[config.mk]
export PLATFORM = sky130hd
export DESIGN_NAME = shift_rows_pipe_flat
export DESIGN_NICKNAME = d
export VERILOG_FILES = /design/src/rtl/shift_rows_pipe_if.sv /design/src/rtl/shift_rows_pipe.sv /design/src/flat_wrapper.sv
export SDC_FILE = /design/constraint.sdc
export NUM_CORES = 1
export LEC_CHECK = 0
export ABC_AREA = 1
export CORE_UTILIZATION = 35
export DETAILED_ROUTE_END_ITERATION = 16
export GPL_TIMING_DRIVEN = 1
export HOLD_SLACK_MARGIN = 0.12
export PLACE_DENSITY = 0.68
export RECOVER_POWER = 50
export SLEW_MARGIN = 20
export SYNTH_ARGS = -nofsm -noshare
export SYNTH_HDL_FRONTEND = slang
export SYNTH_SLANG_ARGS = --single-unit
[constraint.sdc]
create_clock -name clk -period 5.45 [get_ports clk]
set_input_delay 1.09 -clock clk [delete_from_list [all_inputs] [get_ports clk]]
set_output_delay 1.09 -clock clk [all_outputs]
set_load 0.01 [all_outputs]
[src/rtl/shift_rows_pipe_if.sv]
// rtl/shift_rows_pipe_if.sv - handshake and data bundle for the ShiftRows pipeline
interface shift_rows_pipe_if #(
    parameter int NB = 4
) ();
    localparam int DATA_WIDTH = 32 * NB;

    logic                  shiftRows_valid_in;
    logic                  shiftRows_ready_out;
    logic                  shiftRows_inv_in;
    logic [DATA_WIDTH-1:0] shiftRows_data_in;
    logic                  shiftRows_valid_out;
    logic                  shiftRows_ready_in;
    logic [DATA_WIDTH-1:0] shiftRows_data_out;
    logic [31:0]           shiftRows_blk_count;

    modport master (
        output shiftRows_valid_in, shiftRows_inv_in, shiftRows_data_in, shiftRows_ready_in,
        input  shiftRows_ready_out, shiftRows_valid_out, shiftRows_data_out, shiftRows_blk_count
    );

    modport slave (
        input  shiftRows_valid_in, shiftRows_inv_in, shiftRows_data_in, shiftRows_ready_in,
        output shiftRows_ready_out, shiftRows_valid_out, shiftRows_data_out, shiftRows_blk_count
    );
endinterface

[src/rtl/shift_rows_pipe.sv]
// rtl/shift_rows_pipe.sv - pipelined Rijndael ShiftRows/InvShiftRows with valid/ready flow control
module shift_rows_pipe #(
    parameter int NB          = 4,
    parameter int PIPE_STAGES = 1
) (
    input  logic               clk,
    input  logic               rst_n,
    shift_rows_pipe_if.slave   bus
);
    localparam int DATA_WIDTH = 32 * NB;

    if (NB != 4 && NB != 6 && NB != 8) begin : g_bad_nb
        $error("shift_rows_pipe: NB must be 4, 6 or 8");
    end
    if (PIPE_STAGES < 1 || PIPE_STAGES > 4) begin : g_bad_stages
        $error("shift_rows_pipe: PIPE_STAGES must be in 1..4");
    end

    function automatic int row_shift(input int r);
        case (r)
            0:       return 0;
            1:       return 1;
            2:       return (NB == 8) ? 3 : 2;
            default: return (NB == 8) ? 4 : 3;
        endcase
    endfunction

    // Byte 0 is the MSB byte; byte k sits at row k%4, column k/4.
    function automatic logic [DATA_WIDTH-1:0] permute(input logic [DATA_WIDTH-1:0] x,
                                                      input logic inv);
        logic [DATA_WIDTH-1:0] y;
        int r;
        int c;
        int s;
        int src;
        y = '0;
        for (int k = 0; k < 4 * NB; k++) begin
            r   = k % 4;
            c   = k / 4;
            s   = row_shift(r);
            src = inv ? ((c - s + NB) % NB) : ((c + s) % NB);
            y[DATA_WIDTH-1-8*k -: 8] = x[DATA_WIDTH-1-8*(4*src+r) -: 8];
        end
        return y;
    endfunction

    logic [PIPE_STAGES-1:0] v;
    logic [DATA_WIDTH-1:0]  d [PIPE_STAGES];
    logic [PIPE_STAGES-1:0] adv;
    logic [31:0]            blk_count_q;
    logic                   room;
    logic                   in_hs;
    logic                   out_hs;

    // A stage moves when output is ready or any later stage has a hole;
    // written without a chained dependency so the ready path stays flat.
    always_comb begin
        adv  = '0;
        room = 1'b0;
        for (int i = 0; i < PIPE_STAGES; i++) begin
            room = bus.shiftRows_ready_in;
            for (int j = i + 1; j < PIPE_STAGES; j++) begin
                room = room | ~v[j];
            end
            adv[i] = v[i] & room;
        end
    end

    assign bus.shiftRows_ready_out = rst_n & (~v[0] | adv[0]);
    assign in_hs                   = bus.shiftRows_valid_in & bus.shiftRows_ready_out;
    assign out_hs                  = v[PIPE_STAGES-1] & bus.shiftRows_ready_in;

    always_ff @(posedge clk) begin
        if (!rst_n) begin
            v           <= '0;
            blk_count_q <= '0;
            for (int i = 0; i < PIPE_STAGES; i++) begin
                d[i] <= '0;
            end
        end else begin
            if (in_hs) begin
                v[0] <= 1'b1;
                d[0] <= permute(bus.shiftRows_data_in, bus.shiftRows_inv_in);
            end else if (adv[0]) begin
                v[0] <= 1'b0;
            end
            for (int i = 1; i < PIPE_STAGES; i++) begin
                if (adv[i-1]) begin
                    v[i] <= 1'b1;
                    d[i] <= d[i-1];
                end else if (adv[i]) begin
                    v[i] <= 1'b0;
                end
            end
            if (out_hs) begin
                blk_count_q <= blk_count_q + 32'd1;
            end
        end
    end

    assign bus.shiftRows_valid_out = v[PIPE_STAGES-1];
    assign bus.shiftRows_data_out  = d[PIPE_STAGES-1];
    assign bus.shiftRows_blk_count = blk_count_q;
endmodule
[src/flat_wrapper.sv]
// flat-port wrapper written by rule: the top's interface ports become plain ports
module shift_rows_pipe_flat 
#(
    parameter int NB          = 4,
    parameter int PIPE_STAGES = 1
)
  (clk, rst_n, bus_shiftRows_valid_in, bus_shiftRows_inv_in, bus_shiftRows_data_in, bus_shiftRows_ready_in, bus_shiftRows_ready_out, bus_shiftRows_valid_out, bus_shiftRows_data_out, bus_shiftRows_blk_count);
  shift_rows_pipe_if #(.NB(NB)) bus_i ();
  input  logic clk;
  input  logic rst_n;
  input wire logic [$bits(bus_i.shiftRows_valid_in)-1:0] bus_shiftRows_valid_in;
  input wire logic [$bits(bus_i.shiftRows_inv_in)-1:0] bus_shiftRows_inv_in;
  input wire logic [$bits(bus_i.shiftRows_data_in)-1:0] bus_shiftRows_data_in;
  input wire logic [$bits(bus_i.shiftRows_ready_in)-1:0] bus_shiftRows_ready_in;
  output wire logic [$bits(bus_i.shiftRows_ready_out)-1:0] bus_shiftRows_ready_out;
  output wire logic [$bits(bus_i.shiftRows_valid_out)-1:0] bus_shiftRows_valid_out;
  output wire logic [$bits(bus_i.shiftRows_data_out)-1:0] bus_shiftRows_data_out;
  output wire logic [$bits(bus_i.shiftRows_blk_count)-1:0] bus_shiftRows_blk_count;
  assign bus_i.shiftRows_valid_in = bus_shiftRows_valid_in;
  assign bus_i.shiftRows_inv_in = bus_shiftRows_inv_in;
  assign bus_i.shiftRows_data_in = bus_shiftRows_data_in;
  assign bus_i.shiftRows_ready_in = bus_shiftRows_ready_in;
  assign bus_shiftRows_ready_out = bus_i.shiftRows_ready_out;
  assign bus_shiftRows_valid_out = bus_i.shiftRows_valid_out;
  assign bus_shiftRows_data_out = bus_i.shiftRows_data_out;
  assign bus_shiftRows_blk_count = bus_i.shiftRows_blk_count;
  shift_rows_pipe #(.NB(NB), .PIPE_STAGES(PIPE_STAGES)) u_core (.clk(clk), .rst_n(rst_n), .bus(bus_i));
endmodule
==> results.md <==
Status:
- The flow ran to the end, but the final reports show violations.
- The final reports fail on capacitance limit, slew limit.

Clocking:
- Clock latency on the worst-skew pair, taken at its later pin, is roughly 0.42 ns.
- After clock tree synthesis, the repair step resized 0 gates.
- The clock slew at the register clock pins of the worst setup and hold paths is 0.07 ns.
- The longest clock path from root to sink contains 2 buffers.
- The CTS sink count is about 160.
- The count of hold buffers inserted by post-cts repair is 0.
- The number of setup buffers added after CTS is 0.
- The number of H-tree levels is 4.
- The clock tree root driver cell is sky130_fd_sc_hd__clkbuf_16.
- The CTS tree is done.
- The clock buffer count from CTS is 17.

Yosys:
- In this run the biggest area consumer among cell types represents between 50 and 60% of the synthesized area.
- The cell accounting for the most synthesized area is sky130_fd_sc_hd__edfxtp_1.
- Yosys printed 0 warnings.
- Dividing the synthesized area by the synthesized cell count gives 9.38 µm².
- Synthesis produced a netlist with a net count of just under 900.
- The register area share after synthesis is 64.3%.
- The flip-flop and latch count after synthesis is 161.
- By area the synthesized netlist is led by sky130_fd_sc_hd__edfxtp_1, sky130_fd_sc_hd__nand2_1, sky130_fd_sc_hd__dfxtp_1.
- The count of different cell masters after synthesis is 28.
- Synthesis handed over a netlist of ~750 instances.
- The synthesized netlist occupies a cell area of roughly 7000 µm².

Setup path:
- The largest single stage delay on the critical path is between 1.5 and 2 ns.
- The cell type of the slowest stage on the worst timing path is sky130_fd_sc_hd__clkbuf_1.
- The worst setup path is of the input pin to flip-flop kind.
- STA classifies the critical path endpoint as a flip-flop.
- The signal on the critical path passes through dlygate4sd3_1 -> buf_4 -> inv_1 -> a21oi_1 -> nand2_4 -> clkbuf_1 -> a21oi_1.
- The data required time at the worst endpoint is between 5 and 6 ns.
- For the worst setup path, the data arrival time is between 4 and 5 ns.
- The most prevalent standard cell on the critical path is sky130_fd_sc_hd__a21oi_1.
- STA classifies the critical path startpoint as an input pin.
- The highest net fanout along the worst path is between 50 and 60.

Cells and area:
- The post-route netlist has 3.82% of its cells at a drive strength greater than 1.
- The area added between synthesis and finish is 53.4%.
- In the layout the commonest cells are sky130_fd_sc_hd__nand2_1, sky130_fd_sc_hd__dlygate4sd3_1, sky130_fd_sc_hd__nor2_1.
- The layout net count is roughly 1200.
- The most common cell after layout, fill and taps aside is sky130_fd_sc_hd__nand2_1.
- The number of cells in the finished layout apart from fillers is ~1300.
- The number of fill cells in the layout is 1779.

Floorplan:
- The die area is between 20000 and 25000 µm².
- The area of the placeable core is 19500 µm².
- The starting utilization of the core area is 35.9%.
- The floorplan step set the die height to roughly 140 µm.
- The boundary pin count is just under 300.
- The placement row count is 51.
- The die is 144 µm wide.

Route:
- The pre-antenna-repair detailed-routing pass consisted of 4 iterations.
- For this block, the initial DRC count from the detailed router was ~400.
- The total number of vias is 6058.
- The count of antenna-violating nets left after detailed routing is 0.
- The routed length per placed instance is 15.8 µm.
- After detailed routing, the total wire length is 20.7 mm.
- The remaining routing DRC violations is 0.
- The detailed-route vias per instance is ~4.6.

GRT:
- The initial antenna violation count is 1.
- The largest net degree at the start of global routing is 76.
- In the global route stage, met1 resource usage came out at roughly 23%.
- The via count of the first global-routing pass was about 5700.
- The total grt overflow is 0.
- The routing usage on met2 is about 34%.
- The met3 track demand over resource in global routing is under 10%.
- met2 is the most crowded layer.
- The wire length of the first global-routing pass is ~30 mm.
- In the global route stage, overall resource usage came out at between 20% and 30%.

STA:
- Of the available clock period, the critical path in the final layout requires about four fifths.
- The setup total negative slack is 0 ns.
- The smallest clock period supported by the final layout is computed as 4.25 ns.
- The final count of hold timing violations is 0.
- Setup violations remaining at the end of the flow were counted as 0.
- The setup clock skew after layout is 0.0113 ns.
- For the pin with the worst max-slew slack, the measured transition is between 2 and 2.5 ns.
- The maximum clock rate is between 0.2 and 0.25 GHz.
- The worst pin sits at a relative slew slack of -60.6%.
- Setup repair after global routing left no endpoint under its margin.
- The number of pins with negative max-slew slack in the final report is 54.

Hold path:
- The path class of the tightest hold or removal check is flip-flop to flip-flop.

Job:
- The count of max-cap constraint violations is 1.

Power and ir drop:
- Across the VDD grid, the largest voltage drop is ~0.00021 V.
- For this design the ratio of total power to cell area is between 200 and 300 nW/µm².
- The leakage dissipation is 0.00452 µW.

Placement:
- After detailed placement, the design holds a cell count of 1281.
- Input and output buffers added on the ports amount to ~290.
- Routability-driven placement finished with a final weighted congestion of 0.855.
- The half-perimeter wire length after detailed placement is 15.1 mm.
worst paths after layout:
path                                                    startpoint                                 end  slack (ns)  cells past startpoint
worst max-delay path                                         rst_n                     u_core.d[0][18]        1.20                      7
worst min-delay path            u_core.bus.shiftRows_blk_count[11]  u_core.bus.shiftRows_blk_count[11]        0.50                      2
worst min register to register  u_core.bus.shiftRows_blk_count[11]  u_core.bus.shiftRows_blk_count[11]        0.50                      2
worst max register to register      u_core.bus.shiftRows_valid_out                     u_core.d[0][18]        2.57                      4
where the power goes:
part / internal (µW) / switching, µW
combinational: 205 / 187
sequential: 1410 / 18.3
clock: 679 / 513
total: 2290 / 718
worst max-delay path: cells and delay by family:
kind,cells,cell delay (ns)
AO/OA/AOI/OAI,2,0.30
buffers and inverters,4,2.78
AND/OR/NAND/NOR,1,0.11
layer usage:
| layer | up-vias | part of all wire [%] |
|---|---|---|
| li1 | 2989 | - |
| met1 | 2791 | 39 |
| met2 | 232 | 49 |
| met3 | 44 | 8.3 |
| met4 | 2 | 3.6 |
| met5 | - | 0.058 |
Yosys cell counts:
| master | instances |
|---|---|
| sky130_fd_sc_hd__a211oi_1 | 1 |
| sky130_fd_sc_hd__a21oi_1 | 77 |
| sky130_fd_sc_hd__a21oi_2 | 1 |
| sky130_fd_sc_hd__and2_1 | 3 |
| sky130_fd_sc_hd__buf_2 | 10 |
| sky130_fd_sc_hd__buf_6 | 1 |
| sky130_fd_sc_hd__clkbuf_1 | 20 |
| sky130_fd_sc_hd__dfxtp_1 | 33 |
| sky130_fd_sc_hd__edfxtp_1 | 128 |
| sky130_fd_sc_hd__ha_1 | 1 |
| sky130_fd_sc_hd__inv_1 | 85 |
| sky130_fd_sc_hd__inv_2 | 2 |
| sky130_fd_sc_hd__nand2_1 | 199 |
| sky130_fd_sc_hd__nand2_2 | 4 |
| sky130_fd_sc_hd__nand3_1 | 17 |
| sky130_fd_sc_hd__nand3b_1 | 1 |
| sky130_fd_sc_hd__nand4_1 | 5 |
| sky130_fd_sc_hd__nor2_1 | 129 |
| sky130_fd_sc_hd__nor2_2 | 5 |
| sky130_fd_sc_hd__nor2_4 | 4 |
| sky130_fd_sc_hd__nor3_1 | 2 |
| sky130_fd_sc_hd__nor3_4 | 1 |
| sky130_fd_sc_hd__nor3b_1 | 3 |
| sky130_fd_sc_hd__o21a_1 | 1 |
| sky130_fd_sc_hd__o21ai_0 | 7 |
| sky130_fd_sc_hd__o21bai_1 | 1 |
| sky130_fd_sc_hd__xnor2_1 | 2 |
| sky130_fd_sc_hd__xor2_1 | 4 |
flip-flops by register name, summed over array words and instances, names as in the netlist:
name                            flops
u_core.bus.shiftRows_blk_count     32
u_core.bus.shiftRows_valid_out      1
u_core.d                          128
layout make-up:
| class | count | area (µm²) | share of cell area [%] |
|---|---|---|---|
| antenna | 2 | 5.00 | 0.0466 |
| clock buffer | 17 | 425 | 3.96 |
| clock inverter | 15 | 158 | 1.47 |
| inverter | 87 | 328 | 3.05 |
| multi-input combinational | 468 | 1990 | 18.5 |
| sequential | 161 | 4500 | 41.9 |
| tap | 265 | 332 | 3.08 |
| timing repair buffer | 300 | 3000 | 27.9 |
through the flow:
stage	hold slack (ns)	total power (µW)	setup slack [ns]	utilization, %	area, µm²
2_1_floorplan	0.496	1600	0.461	-	7010
3_3_place_gp	0.482	1870	1.58	52.4	10200
3_5_place_dp	0.493	1880	1.56	52.4	10200
4_1_cts	0.504	3080	1.56	55.4	10800
5_1_grt	0.532	3120	0.766	55.0	10700
6_report	0.499	3010	1.20	55.0	10700
cells by family (layout without fill, tap and decap cells):
group           Yosys count  after routing  share of synthesized area (%)
compound gates           88             88                           6.45
xor+xnor                  6              6                          0.750
fa+ha+maj                 1              1                          0.179
buf+inv                 118            419                           6.61
flops                   161            161                           64.3
other cells               0              2                              0
simple gates            373            373                           21.7
Note: power is estimated with default switching activity, not from simulation.
